`config.mk`:
```
export PLATFORM = sky130hd
export DESIGN_NAME = ebpc_decoder_out_packer
export DESIGN_NICKNAME = d
export VERILOG_FILES = /design/src/rtl/ebpc_decoder_out_packer.sv
export SDC_FILE = /design/constraint.sdc
export NUM_CORES = 1
export LEC_CHECK = 0
export BUFFER_PORTS_ARGS = -buffer_cell sky130_fd_sc_hd__buf_2
export CORE_AREA = 4 4 82 84
export CTS_CLUSTER_DIAMETER = 60
export DETAILED_ROUTE_END_ITERATION = 10
export DIE_AREA = 0 0 86 88
export GPL_ROUTABILITY_DRIVEN = 0
export PLACE_DENSITY = 0.77
export SLEW_MARGIN = 20
export SYNTH_ARGS = -nofsm -noshare
export SYNTH_HDL_FRONTEND = slang
export SYNTH_SLANG_ARGS = --single-unit
```
`constraint.sdc`:
```
create_clock -name clk_i -period 2.5 [get_ports clk_i]
set_input_delay 0.25 -clock clk_i [delete_from_list [all_inputs] [get_ports clk_i]]
set_output_delay 0.25 -clock clk_i [all_outputs]
set_load 0.02 [all_outputs]
```
`src/rtl/ebpc_decoder_out_packer.sv`:
```
// Packs decoded DATA_W-bit words into WORDS_PER_BEAT-lane beats with per-lane strobes.
// Latency: the closing word (last lane or last_i) accepted at edge N is presented after edge N.
// Backpressure: rdy_o = ~vld_o | rdy_i, so a held output beat stalls the input; no bubbles while rdy_i=1.
//
// Ports
//   clk_i, rst_i           clock (rising edge), asynchronous active-high reset
//   data_i/last_i/vld_i    decoded word stream from ebpc_decoder, rdy_o is its ready
//   data_o/strb_o/last_o   packed beat; lane k = data_o[k*DATA_W +: DATA_W], strb_o[k] marks it valid
//   vld_o/rdy_i            output handshake; beat is held stable while vld_o && !rdy_i
//   stat_clr_i, stat_words_o, stat_zeros_o
//                          only present when EBPC_PACKER_STATS_EN is defined: saturating counts of
//                          accepted words and of accepted zero words, synchronous clear
//
// Build option: define EBPC_PACKER_STATS_EN to add the statistics counters and their ports.

module ebpc_decoder_out_packer #(
    parameter int DATA_W         = 8,
    parameter int WORDS_PER_BEAT = 4
) (
    input  logic                             clk_i,
    input  logic                             rst_i,
    input  logic [DATA_W-1:0]                data_i,
    input  logic                             last_i,
    input  logic                             vld_i,
    output logic                             rdy_o,
`ifdef EBPC_PACKER_STATS_EN
    input  logic                             stat_clr_i,
    output logic [31:0]                      stat_words_o,
    output logic [31:0]                      stat_zeros_o,
`endif
    output logic [DATA_W*WORDS_PER_BEAT-1:0] data_o,
    output logic [WORDS_PER_BEAT-1:0]        strb_o,
    output logic                             last_o,
    output logic                             vld_o,
    input  logic                             rdy_i
);

    localparam int BEAT_W = DATA_W * WORDS_PER_BEAT;
    localparam int CNT_W  = (WORDS_PER_BEAT > 1) ? $clog2(WORDS_PER_BEAT) : 1;
    localparam logic [CNT_W-1:0] LAST_LANE = CNT_W'(WORDS_PER_BEAT - 1);

    // One outgoing beat; held as a single register so data/strobe/last move together.
    typedef struct packed {
        logic [BEAT_W-1:0]         dat;
        logic [WORDS_PER_BEAT-1:0] strb;
        logic                      last;
    } beat_t;

    // Lanes at or above cnt_q are always zero in the accumulator because it is
    // cleared whenever a beat closes; that is what zero-pads partial beats.
    logic [WORDS_PER_BEAT-1:0][DATA_W-1:0] acc_q, acc_d;
    logic [CNT_W-1:0]                      cnt_q, cnt_d;
    beat_t                                 out_q, out_d;
    logic                                  vld_q, vld_d;

    logic                                  accept;
    logic                                  close;
    logic [WORDS_PER_BEAT-1:0][DATA_W-1:0] beat_lanes;
    logic [WORDS_PER_BEAT-1:0]             beat_strb;

    // Ready never looks at vld_i/data_i/last_i, only at the output register and rdy_i.
    assign rdy_o  = ~vld_q | rdy_i;
    assign accept = vld_i & rdy_o;
    assign close  = accept & ((cnt_q == LAST_LANE) | last_i);

    always_comb begin
        // Closing beat = accumulator with the incoming word dropped into lane cnt_q.
        beat_lanes        = acc_q;
        beat_lanes[cnt_q] = data_i;
        beat_strb         = '0;
        for (int k = 0; k < WORDS_PER_BEAT; k++) begin
            beat_strb[k] = (CNT_W'(k) <= cnt_q);
        end
    end

    always_comb begin
        acc_d = acc_q;
        cnt_d = cnt_q;
        out_d = out_q;
        vld_d = vld_q;

        if (accept) begin
            if (close) begin
                acc_d = '0;
                cnt_d = '0;
            end else begin
                acc_d[cnt_q] = data_i;
                cnt_d        = cnt_q + CNT_W'(1);
            end
        end

        // close implies rdy_o, i.e. the output is empty or draining this cycle,
        // so loading here never overwrites a beat that has not been taken.
        if (close) begin
            out_d.dat  = beat_lanes;
            out_d.strb = beat_strb;
            out_d.last = last_i;
            vld_d      = 1'b1;
        end else if (rdy_i) begin
            vld_d = 1'b0;
        end
    end

    always_ff @(posedge clk_i or posedge rst_i) begin
        if (rst_i) begin
            acc_q <= '0;
            cnt_q <= '0;
            out_q <= '0;
            vld_q <= 1'b0;
        end else begin
            acc_q <= acc_d;
            cnt_q <= cnt_d;
            out_q <= out_d;
            vld_q <= vld_d;
        end
    end

    assign data_o = out_q.dat;
    assign strb_o = out_q.strb;
    assign last_o = out_q.last;
    assign vld_o  = vld_q;

`ifdef EBPC_PACKER_STATS_EN
    logic [31:0] stat_words_q, stat_words_d;
    logic [31:0] stat_zeros_q, stat_zeros_d;

    always_comb begin
        stat_words_d = stat_words_q;
        stat_zeros_d = stat_zeros_q;
        // Clear takes priority over an increment in the same cycle.
        if (stat_clr_i) begin
            stat_words_d = '0;
            stat_zeros_d = '0;
        end else if (accept) begin
            if (stat_words_q != '1) begin
                stat_words_d = stat_words_q + 32'd1;
            end
            if ((data_i == '0) && (stat_zeros_q != '1)) begin
                stat_zeros_d = stat_zeros_q + 32'd1;
            end
        end
    end

    always_ff @(posedge clk_i or posedge rst_i) begin
        if (rst_i) begin
            stat_words_q <= '0;
            stat_zeros_q <= '0;
        end else begin
            stat_words_q <= stat_words_d;
            stat_zeros_q <= stat_zeros_d;
        end
    end

    assign stat_words_o = stat_words_q;
    assign stat_zeros_o = stat_zeros_q;
`endif

endmodule

```
Word level (Yosys, flattened, before mapping)
Index checks and enable logic that the tools add are counted.
{ "classes": {"n_addsub": 1, "magnitude_cmp": 6, "n_eq_ne": 1, "muxes": 7, "bitwise": 5, "reduce_logical": 2} }
{ "op_table": {"columns": ["operator", "count"], "rows": [
  ["$bwmux W32", 1],
  ["$mux W32", 1],
  ["$demux W8 S2", 1],
  ["$mux W8", 1],
  ["$le A1 B2 Y1 const A", 2],
  ["$le A2 B2 Y1 const A", 2],
  ["$lt A2 B3 Y1 const B", 1],
  ["$add A2 B1 Y2 const B", 1],
  ["$and A1 B1 Y1", 2],
  ["$eq A2 B2 Y1 const B", 1],
  ["$ge A2 B1 Y1 const B", 1],
  ["$mux W1", 2],
  ["$mux W2", 1],
  ["$or A1 B1 Y1", 2],
  ["$reduce_bool A2 Y1", 1],
  ["$logic_and A1 B1 Y1", 1],
  ["$not A1 Y1", 1]
]} }
{ "totals": {"reg_bits": 72, "inputBits": 13, "output_inout_bits": 39, "elab_cells": 31} }

Depth between registers and ports, before layout
{ "logic_depth": {"ltp_word": 6, "ltp_mapped": 6, "ltp_nobuf": 4} }

Worst setup path after synthesis
OpenSTA, ideal clock, no wires.
{ "synth_timing": {"kind": "flip-flop to flip-flop", "startpoint": "reg cnt_q[0]", "endpoint": "reg out_q (netlist bit data_o[16])", "setup_ns": 0.125, "t_arrival_ns": 1.613, "required_ns": 2.375, "path_slack_ns": 0.762, "path_stages_with_launch": 6, "n_path_buf": 1, "synth_period_minus_slack_ns": 1.738, "path_cell_list": "dfrtp_1 inv_1 ha_1 clkbuf_1 mux2_2 mux2_4"} }
{ "synth_between": {"elab_chain_cells": 5, "word_cells_on_any_way": 9, "classes_between": "order compare (2); eq/ne (1); mux (3); bitwise (2); reduce/logical (1)"} }
{ "synth_rtl": {"columns": ["element", "line_no", "source"], "rows": [
  ["from (decl)", "52", "logic [CNT_W-1:0] cnt_q, cnt_d;"],
  ["from (signal assigned)", "112", "cnt_q <= cnt_d;"],
  ["$lt A2 B3 Y1 (implied by the code) or $ge A2 B1 Y1 (tied branches)", "69", "beat_lanes[cnt_q] = data_i;"],
  ["$logic_and A1 B1 Y1 (implied by the code)", "69", null],
  ["$mux W8 (implied by the code)", "69", null],
  ["$demux W8 S2", "69", null],
  ["$bwmux W32", "69", null],
  ["to (signal assigned)", "113", "out_q <= out_d;"],
  ["to (decl)", "53", "beat_t out_q, out_d;"]
]} }
Parallel ways exist; a longest one is shown, timed or not.
A chain may end at the register's enable or synchronous reset.

Worst setup path in the final report
{ "layout_timing": {"startpoint": "reg cnt_q[1]", "endpoint": "reg out_q (netlist bit data_o[29])"} }
Same word-level chain as after synthesis.

==> metrics.yaml <==
track_usage: 0.190
grt-ovfl-total: 0
max-vdd-ir-drop_mv: 0.472
grt_max_degree: 41
postCtsHoldBufs: 0
drt-initial-drc-count: 95
clk-insertion-delay-late_ps: 340
dp.cells: 333
die_w_um: 86
syn_nets: 235
die_area_um2: 7570
r2r_start: "cnt_q[1]"
area_growth_pct: 15.8
num_io_pins: 52
drive_above_1_share: 0.515
synth_adder_area_share: 0.0192
max_freq_ghz: 0.496
setup.worst_path.start: "cnt_q[1]"
setup_viol: 0
cap_violations: 0
rsz0062_at_grt: "no"
fin_tns_setup_ps: 0
synth_area_leader_cell: "dfrtp_1"
yosys.area_share.simple: 0.0469
cts-resized-gates: 0
antenna_cells: 0
numClockSinks: 72
slew_headroom: 0.507
port_buffers: 51
ys_seq_area_frac: 0.554
fin_cells: 349
drt-vias-per-instance: 5.66
hold_path.class: "primary input to asynchronous set/reset pin"
power_leakage_nw: 1.97
synth_top_family_by_area: "multiplexers"
syn_avg_cell_area_um2: 15.0
cts.path.max_buffers: 2
cp-end-kind: "flop"
num_vias: 1976
synth_xor_area_frac: 0
initial_core_util: 0.549
final-hold-violation-count: 0
ys_ff_latch: 72
cts_tree: "built"
cts_max_level: 3
grt_pass1_vias: 2097
yosysWarnings: 0
layout_common_cells: "72 x dfrtp_1, 51 x buf_2, 34 x mux2_2"
status: "complete, no violations"
dp_slack_ps: 498
crit_required_ps: 2730
ant_nets: 0
whs_ps: 28.3
synthMuxAreaShare: 0.256
crit_arrival_ps: 2250
worst_setup_path_start_kind: "flop"
ctsRootBufferMaster: "clkbuf_8"
grt_first_pass_wirelength_mm: 11.1
synth_compound_area_frac: 0.0923
antenna_found_initial: 0
crit_chain: "ha_1 > or2_1 > nand3_4 > buf_4 > mux2_4"
slowest_delay_ps: 420
synth_area_um2: 3250
synthCells: 217
finalMaxSlewViolations: 0
die_y_um: 88
skew_ps: 4.75
path_clk_slew_ps: 70
synth.distinct_cells: 24
cpLargestDelayFamily: "simple AND/OR/NAND/NOR gates"
cp_max_fo: 20
tightest_slew_ps: 738
critical_path_buf_inv_count: 1
critPathKind: "flop to flop"
dp_hpwl_mm: 4.23
core-area_um2: 5920
wire_per_inst_um: 18.5
timing.final.ws_setup_ps: 483
synth_top_area_frac: 0.554
post_cts.repair.setup_buffers: 0
synthTopCellsByArea: "dfrtp_1 55%, mux2_4 14%, mux2_2 12%"
period_share: 0.807
cts_made_buffers: 9
layout.nets: 287
drc: 0
layout_commonest_cell: "dfrtp_1"
drt_first_pass_iters: 4
slowest_stage: "dfrtp_1"
wirelength_mm: 6.45
final.min_clock_period_ps: 2020
power_density_nw_per_um2: 934
rows: 28
-- path summary, 6_finish.rpt --
check,to,slack (ps),depth (start not counted)
max reg2reg,data_o[29],480,5
min in group clk_i,last_o,210,2
max in group asynchronous,data_o[9],1810,3
min reg2reg,acc_q[27],480,1
max,data_o[29],480,5
min,cnt_q[0],30,2
-- cells by family (layout without fill, tap and decap cells) --
| group | count (synthesis) | after routing |
|---|---|---|
| AND/OR/NAND/NOR | 23 | 23 |
| buffers and inverters | 18 | 75 |
| flip-flops | 72 | 72 |
| multiplexers | 64 | 64 |
| adder cells (fa/ha/maj) | 5 | 5 |
| AO/OA/AOI/OAI | 35 | 35 |
-- state kept, by name, summed over array words and instances (netlist names) --
register  cells
acc_q        32
cnt_q         2
data_o       32
last_o        1
strb_o        4
vld_o         1
-- synth_stat cells, drive strengths merged --
library cell  count
ha                5
nand4             2
clkbuf            6
inv               3
buf               9
nand2b            2
o21ai             2
and2              9
nor2              2
nand2             1
and4              3
a31oi             4
o211ai            3
nand3             3
dfrtp            72
or2               1
a22o             26
mux2             64
-- layout make-up --
| type | instances | area [um2] |
|---|---|---|
| clock buffer | 12 | 165 |
| clock inverter | 4 | 27.5 |
| fill | 449 | 2150 |
| inverter | 3 | 11.3 |
| multi-input combinational | 127 | 1350 |
| sequential | 72 | 1800 |
| tap | 75 | 93.8 |
| timing repair buffer | 56 | 318 |
-- metrics by stage --
| step | utilization | power, W | instance area [um2] |
|---|---|---|---|
| 2_1_floorplan | - | 0.00234 | 3250 |
| 6_report | 0.636 | 0.00352 | 3770 |
| 3_3_place_gp | 0.604 | 0.00265 | 3570 |
| 5_1_grt | 0.636 | 0.00370 | 3770 |
| 3_5_place_dp | 0.604 | 0.00267 | 3570 |
| 4_1_cts | 0.636 | 0.00355 | 3770 |
-- power breakdown --
group / switching [W] / total, W / internal (W)
Combinational: 0.000565 / 0.00110 / 0.000535
Clock: 0.000437 / 0.000877 / 0.000440
Sequential: 0.000137 / 0.00154 / 0.00140
-- metal layers --
layer  vias up  global-route usage  part of all wire  wire length, um
met4         0              0.0691            0.0088               57
met2        63               0.282              0.44             2820
met1      1007               0.278              0.49             3180
li1        899                   -                 -                -
met3         7              0.0376             0.061              391
met5         -                   0                 0                0
Power figures use the tool's default switching activity.
